File: config.mk
export PLATFORM = sky130hd
export DESIGN_NAME = regfile_mp_flat
export DESIGN_NICKNAME = d
export VERILOG_FILES = /design/src/rtl/regfile_pkg.sv /design/src/rtl/regfile_mp_if.sv /design/src/rtl/regfile_scoreboard.sv /design/src/rtl/regfile_mp.sv /design/src/flat_wrapper.sv
export SDC_FILE = /design/constraint.sdc
export NUM_CORES = 2
export LEC_CHECK = 0
export BUFFER_PORTS_ARGS = -buffer_cell sky130_fd_sc_hd__buf_2
export CORE_ASPECT_RATIO = 0.8
export CORE_MARGIN = 3
export CORE_UTILIZATION = 40
export CTS_CLUSTER_SIZE = 24
export DETAILED_ROUTE_END_ITERATION = 10
export PLACE_DENSITY = 0.6
export SETUP_SLACK_MARGIN = 0.05
export SLEW_MARGIN = 20
export SYNTH_ARGS = -nofsm -noshare
export SYNTH_HDL_FRONTEND = slang
export SYNTH_SLANG_ARGS = --single-unit
File: constraint.sdc
create_clock -name clock -period 2.8 [get_ports clock]
set_clock_uncertainty 0.05 [all_clocks]
set_input_delay 0.28 -clock clock [delete_from_list [all_inputs] [get_ports clock]]
set_output_delay 0.28 -clock clock [all_outputs]
set_load 0.01 [all_outputs]
File: src/rtl/regfile_pkg.sv
// Shared defaults and fixed register/port indices for the multi-port register file.
package regfile_pkg;

  localparam int DW_DEF    = 32;
  localparam int DEPTH_DEF = 32;
  localparam int AW_DEF    = $clog2(DEPTH_DEF);
  localparam int NR_DEF    = 2;
  localparam int NW_DEF    = 2;

  localparam int ZERO_REG  = 0;
  localparam int WB_PORT   = 0;
  localparam int LINK_PORT = 1;

endpackage

File: src/rtl/regfile_mp_if.sv
// Bus between the decode/writeback stages and the register file.
interface regfile_mp_if
  import regfile_pkg::*;
#(
  parameter int DW = DW_DEF,
  parameter int AW = AW_DEF,
  parameter int NR = NR_DEF,
  parameter int NW = NW_DEF
);

  logic [NR*AW-1:0] rd_addr;
  logic [NR*DW-1:0] rd_data;
  logic [NR-1:0]    rd_busy;
  logic [NW-1:0]    wr_en;
  logic [NW*AW-1:0] wr_addr;
  logic [NW*DW-1:0] wr_data;
  logic             iss_en;
  logic [AW-1:0]    iss_addr;
  logic             stall;

  modport master (
    output rd_addr, wr_en, wr_addr, wr_data, iss_en, iss_addr,
    input  rd_data, rd_busy, stall
  );

  modport slave (
    input  rd_addr, wr_en, wr_addr, wr_data, iss_en, iss_addr,
    output rd_data, rd_busy, stall
  );

endinterface

File: src/rtl/regfile_scoreboard.sv
// Pending-write bit per register: set on issue, cleared on writeback, set wins a tie.
module regfile_scoreboard
  import regfile_pkg::*;
#(
  parameter int DEPTH = DEPTH_DEF,
  parameter int AW    = AW_DEF,
  parameter int NR    = NR_DEF,
  parameter int NW    = NW_DEF
) (
  input  logic             clock,
  input  logic             reset,
  input  logic             iss_en_i,
  input  logic [AW-1:0]    iss_addr_i,
  input  logic [NW-1:0]    wr_en_i,
  input  logic [NW*AW-1:0] wr_addr_i,
  input  logic [NR*AW-1:0] rd_addr_i,
  output logic [NR-1:0]    busy_o
);

  logic [DEPTH-1:0] busy_q, busy_d;

  always_comb begin
    busy_d = busy_q;
    for (int j = 0; j < NW; j++) begin
      if (wr_en_i[j]) busy_d[wr_addr_i[j*AW +: AW]] = 1'b0;
    end
    // applied after the clears so a newer issue keeps ownership
    if (iss_en_i && iss_addr_i != AW'(ZERO_REG)) busy_d[iss_addr_i] = 1'b1;
  end

  always_ff @(posedge clock or negedge reset) begin
    if (!reset) busy_q <= '0;
    else        busy_q <= busy_d;
  end

  always_comb begin
    busy_o = '0;
    for (int i = 0; i < NR; i++) begin
      busy_o[i] = busy_q[rd_addr_i[i*AW +: AW]];
    end
  end

endmodule

File: src/rtl/regfile_mp.sv
// Multi-port register file with hazard scoreboard; define REGFILE_BYPASS_EN for
// same-cycle write-to-read forwarding.
module regfile_mp
  import regfile_pkg::*;
#(
  parameter int DW    = DW_DEF,
  parameter int DEPTH = DEPTH_DEF,
  parameter int AW    = AW_DEF,
  parameter int NR    = NR_DEF,
  parameter int NW    = NW_DEF
) (
  input  logic        clock,
  input  logic        reset,
  regfile_mp_if.slave bus
);

  logic [DW-1:0]    regs_q [DEPTH];
  logic [DW-1:0]    regs_d [DEPTH];
  logic [AW-1:0]    rd_a   [NR];
  logic [NR-1:0]    sb_busy;
  logic [NR*DW-1:0] rd_data;
  logic [NR-1:0]    rd_busy;
  logic             stall;

  regfile_scoreboard #(
    .DEPTH(DEPTH), .AW(AW), .NR(NR), .NW(NW)
  ) u_sb (
    .clock      (clock),
    .reset      (reset),
    .iss_en_i   (bus.iss_en),
    .iss_addr_i (bus.iss_addr),
    .wr_en_i    (bus.wr_en),
    .wr_addr_i  (bus.wr_addr),
    .rd_addr_i  (bus.rd_addr),
    .busy_o     (sb_busy)
  );

  // ascending port order: the link port overrides WB on an address collision
  always_comb begin
    regs_d = regs_q;
    for (int j = WB_PORT; j < NW; j++) begin
      if (bus.wr_en[j] && bus.wr_addr[j*AW +: AW] != AW'(ZERO_REG))
        regs_d[bus.wr_addr[j*AW +: AW]] = bus.wr_data[j*DW +: DW];
    end
  end

  always_ff @(posedge clock or negedge reset) begin
    if (!reset) regs_q <= '{default: '0};
    else        regs_q <= regs_d;
  end

  always_comb begin
    for (int i = 0; i < NR; i++) rd_a[i] = bus.rd_addr[i*AW +: AW];
  end

  always_comb begin
    rd_data = '0;
    rd_busy = '0;
    for (int i = 0; i < NR; i++) begin
      rd_data[i*DW +: DW] = (rd_a[i] == AW'(ZERO_REG)) ? '0 : regs_q[rd_a[i]];
      rd_busy[i]          = sb_busy[i];
`ifdef REGFILE_BYPASS_EN
      for (int j = WB_PORT; j < NW; j++) begin
        if (bus.wr_en[j] && bus.wr_addr[j*AW +: AW] == rd_a[i] && rd_a[i] != AW'(ZERO_REG)) begin
          rd_data[i*DW +: DW] = bus.wr_data[j*DW +: DW];
          rd_busy[i]          = 1'b0;
        end
      end
`endif
    end
  end

  always_comb begin
    stall = 1'b0;
    for (int i = 0; i < NR; i++) begin
      if (rd_busy[i] && rd_a[i] != AW'(ZERO_REG)) stall = 1'b1;
    end
  end

  assign bus.rd_data = rd_data;
  assign bus.rd_busy = rd_busy;
  assign bus.stall   = stall;

endmodule
File: src/flat_wrapper.sv
// flat-port wrapper written by rule: the top's interface ports become plain ports
module regfile_mp_flat import regfile_pkg::*;
#(
  parameter int DW    = DW_DEF,
  parameter int DEPTH = DEPTH_DEF,
  parameter int AW    = AW_DEF,
  parameter int NR    = NR_DEF,
  parameter int NW    = NW_DEF
)
  (clock, reset, bus_rd_addr, bus_wr_en, bus_wr_addr, bus_wr_data, bus_iss_en, bus_iss_addr, bus_rd_data, bus_rd_busy, bus_stall);
  regfile_mp_if #(.DW(DW), .AW(AW), .NR(NR), .NW(NW)) bus_i ();
  input  logic clock;
  input  logic reset;
  input wire logic [$bits(bus_i.rd_addr)-1:0] bus_rd_addr;
  input wire logic [$bits(bus_i.wr_en)-1:0] bus_wr_en;
  input wire logic [$bits(bus_i.wr_addr)-1:0] bus_wr_addr;
  input wire logic [$bits(bus_i.wr_data)-1:0] bus_wr_data;
  input wire logic [$bits(bus_i.iss_en)-1:0] bus_iss_en;
  input wire logic [$bits(bus_i.iss_addr)-1:0] bus_iss_addr;
  output wire logic [$bits(bus_i.rd_data)-1:0] bus_rd_data;
  output wire logic [$bits(bus_i.rd_busy)-1:0] bus_rd_busy;
  output wire logic [$bits(bus_i.stall)-1:0] bus_stall;
  assign bus_i.rd_addr = bus_rd_addr;
  assign bus_i.wr_en = bus_wr_en;
  assign bus_i.wr_addr = bus_wr_addr;
  assign bus_i.wr_data = bus_wr_data;
  assign bus_i.iss_en = bus_iss_en;
  assign bus_i.iss_addr = bus_iss_addr;
  assign bus_rd_data = bus_i.rd_data;
  assign bus_rd_busy = bus_i.rd_busy;
  assign bus_stall = bus_i.stall;
  regfile_mp #(.DW(DW), .DEPTH(DEPTH), .AW(AW), .NR(NR), .NW(NW)) u_core (.clock(clock), .reset(reset), .bus(bus_i));
endmodule
==> impl_metrics.yaml <==
pwr:
  p_leak_nw: 33.0
  seqPwrFrac: 0.429
  peakVddDrop_uv: 789
  power_density_mw_per_mm2: 693
  clkPwrFrac: 0.304
  p_int_w: 0.0356
  p_comb_frac: 0.267
  switching_share: 0.319
  p_switching_w: 0.0167
timing:
  rsz0062_at_grt: "true"
  finalMaxSlewViolations: 0
  period_share: 1.06
  finalCriticalPeriod_ps: 2960
  tns_ps: -2530
  setup_viol: 45
  final-hold-violation-count: 0
  fmax_mhz: 338
  max_slew_margin: 0.379
  tightest_slew_ps: 928
  finalWorstSetupSlack_ps: -158
yosys:
  synth.yosys.seq_area_share: 0.409
  ys_ff_latch: 1056
  netlist_instances: 5940
  synth_nets: 6034
  synth-edff-count: 0
  yosys.area.top_type: "dfrtp_1"
  ys_types: 44
  avgSynthCellArea_um2: 10.9
  yosysWarnings: 0
  async_flop_share: 1.00
  synth_most_common_cell: "dfrtp_1"
  synth_area_mm2: 0.0646
  synth_area_leaders: "dfrtp_1 (41%), mux4_2 (22%), mux2i_1 (9.5%)"
  yosysTopAreaCellShare: 0.409
  ys.flop_type: "dfrtp_1"
  synth_common_cells: "dfrtp_1 (1056), nand2_1 (849), o21ai_0 (730)"
floorplan:
  die_h_um: 365
  start_util: 0.404
  dieArea_mm2: 0.166
  die-width_um: 455
  core-area_mm2: 0.160
  io-pin-count: 161
  row_count: 131
global_route:
  grt_pass1_vias: 53300
  grt_max_degree: 111
  antenna_found_initial: 33
  grt_pass1_wl_mm: 413
  grt.overflow.total: 0
  track_usage: 0.350
placed_design:
  place_ws_ps: -105
  place_congestion: 0.934
  io_buffers: 160
  placedCellCount: 7828
  hpwlAfterDp_mm: 179
clocking:
  cts.reportedPaths.clkPinSlew_ps: 70
  cts_root_buf: "clkbuf_16"
  clock_latency_ps: 770
  cts-htree-levels: 3
  cts_tree: "yes"
  cts_sinks: 1056
  clock_path_buffers: 3
  cts_buffers: 107
critical_path:
  r2r-start: "u_core.regs_q[276]$_DFF_PN0_"
  worstSetupPathType: "register to primary output"
  path_max_fanout: 3
  endpoint_kind: "primary output"
  regToRegSetupSlack_ps: 1300
  crit_path_start_kind: "register"
  reg2regPathDepth: 4
  cp.arrival_ps: 2630
  cp.required_ps: 2470
  r2r-end: "u_core.regs_q[276]$_DFF_PN0_"
drt:
  num_vias: 56300
  drc: 0
  drt_iter0_drc: 9824
  wl_mm: 296
  dr.pass1.iters: 8
  post_drt_via_cell_ratio: 6.90
  antenna_left: 0
  routedWlPerCell_um: 36.3
final_layout:
  stdcell_count: 8151
  seqCellArea_mm2: 0.0264
  fillerInstances: 14300
  nets: 5998
  drive_gt1_frac: 0.264
  synthToLayoutAreaGrowth_pct: 16.7
  multiInputGateArea_mm2: 0.0357
status:
  violations: "setup timing"
  status: "finished, violations left"
flow_run:
  maxCapViolations: 0
min_path:
  min_from: "bus_wr_data[36]"
  min_to: "u_core.regs_q[484]$_DFF_PN0_"
  whs_path_depth: 3
  hp-class: "input pin to register"
==> layout by cell type, fill, tap and decap left out, types with 6 or more instances in the layout <==
cell type         n
clkinvlp_4        6
clkbuf_16       108
nand2_1         785
nor2_4           45
a32o_1           28
bufinv_16        13
clkbuf_8         22
clkbuf_1         17
diode_2          31
o21ai_2          33
buf_12          151
a21oi_1         264
o21ai_0         730
nor2_1          265
mux2i_1         615
o21ai_4          22
dfrtp_1        1051
clkinv_2         24
nand2b_1          7
buf_4           238
nand2_4          33
nand3_1          12
buf_2           125
nand2_2          39
buf_6            27
mux4_2          640
nand3b_1          7
a32oi_1         105
and2_1           22
a22oi_1         311
inv_2            12
dlygate4sd3_1    67
o21ai_1          25
and3b_1           8
inv_1            56
==> cells by family after synthesis <==
kind of cell,after synthesis,synth area share
mux,1255,0.318
compound gates,1525,0.139
simple gates,1268,0.0793
flops,1056,0.409
buf+inv,836,0.0544
==> through the flow <==
step,instance area [um2],hold slack (ps),utilization,total power [W]
after CTS,75100,1.11,0.469,0.0516
after detailed placement,70000,197,0.438,0.0353
after global placement,70000,197,0.438,0.0347
after global routing,75400,38.0,0.471,0.0541
after floorplan,64600,-65.6,-,0.0306
final,75400,42.3,0.471,0.0523
==> state kept, by name (all words and copies together) (netlist names) <==
register / cells
u_core.regs_q: 1024
u_core.u_sb.busy_q: 32
==> worst max-delay path by stage <==
| stage | from | endpoint | slack [ps] | depth (start not counted) |
|---|---|---|---|---|
| 2_1_floorplan | bus_rd_addr[1] | bus_rd_data[10] | 530 | 7 |
| 3_3_place_gp | bus_rd_addr[0] | bus_rd_data[24] | -100 | 9 |
| 3_5_place_dp | bus_rd_addr[0] | bus_rd_data[24] | -100 | 9 |
| 4_1_cts | u_core.regs_q[444]$_DFF_PN0_ | bus_rd_data[60] | -140 | 6 |
| 5_1_grt | u_core.regs_q[316]$_DFF_PN0_ | bus_rd_data[60] | -180 | 6 |
| 6_report | u_core.regs_q[276]$_DFF_PN0_ | bus_rd_data[52] | -160 | 5 |
==> power groups by stage <==
| stage | logic [W] | registers [W] | clock network, W |
|---|---|---|---|
| 2_1_floorplan | 0.00953 | 0.0211 | 0 |
| 3_3_place_gp | 0.0125 | 0.0222 | 0 |
| 3_5_place_dp | 0.0129 | 0.0224 | 0 |
| 4_1_cts | 0.0135 | 0.0222 | 0.0159 |
| 5_1_grt | 0.0149 | 0.0227 | 0.0165 |
| 6_report | 0.0139 | 0.0224 | 0.0159 |
==> per-layer routing <==
metal	vias to the layer above	track usage	wire, um
met5	-	0.00637	299
met1	28100	0.456	107000
met4	28	0.196	17900
met2	5114	0.486	124000
met3	1102	0.151	46700
li1	22000	-	-
==> layout make-up <==
cell class	count	area share
flip-flops and latches	1056	0.350
clock buffers	147	0.0407
clock inverters	50	0.00919
diodes	31	0.00103
repair buffers	613	0.0860
multi-input cells	4048	0.473
well taps	2128	0.0353
inverters	78	0.00398
==> repair_timing <==
action                                  in CTS  in global routing
endpoints found under the setup margin      64                 68
hold endpoints to repair                  1375                  0
setup buffers                               13                 22
hold buffers                                67                  0
resized for setup                          147                 25
pin swaps                                    1                  3
==> critical path: stages (launching register included) <==
cell	delay [ps]
dfrtp_1	410
mux4_2	480
mux4_2	460
nand2_1	140
o21ai_2	170
buf_2	190
Power figures use the tool's default switching activity.
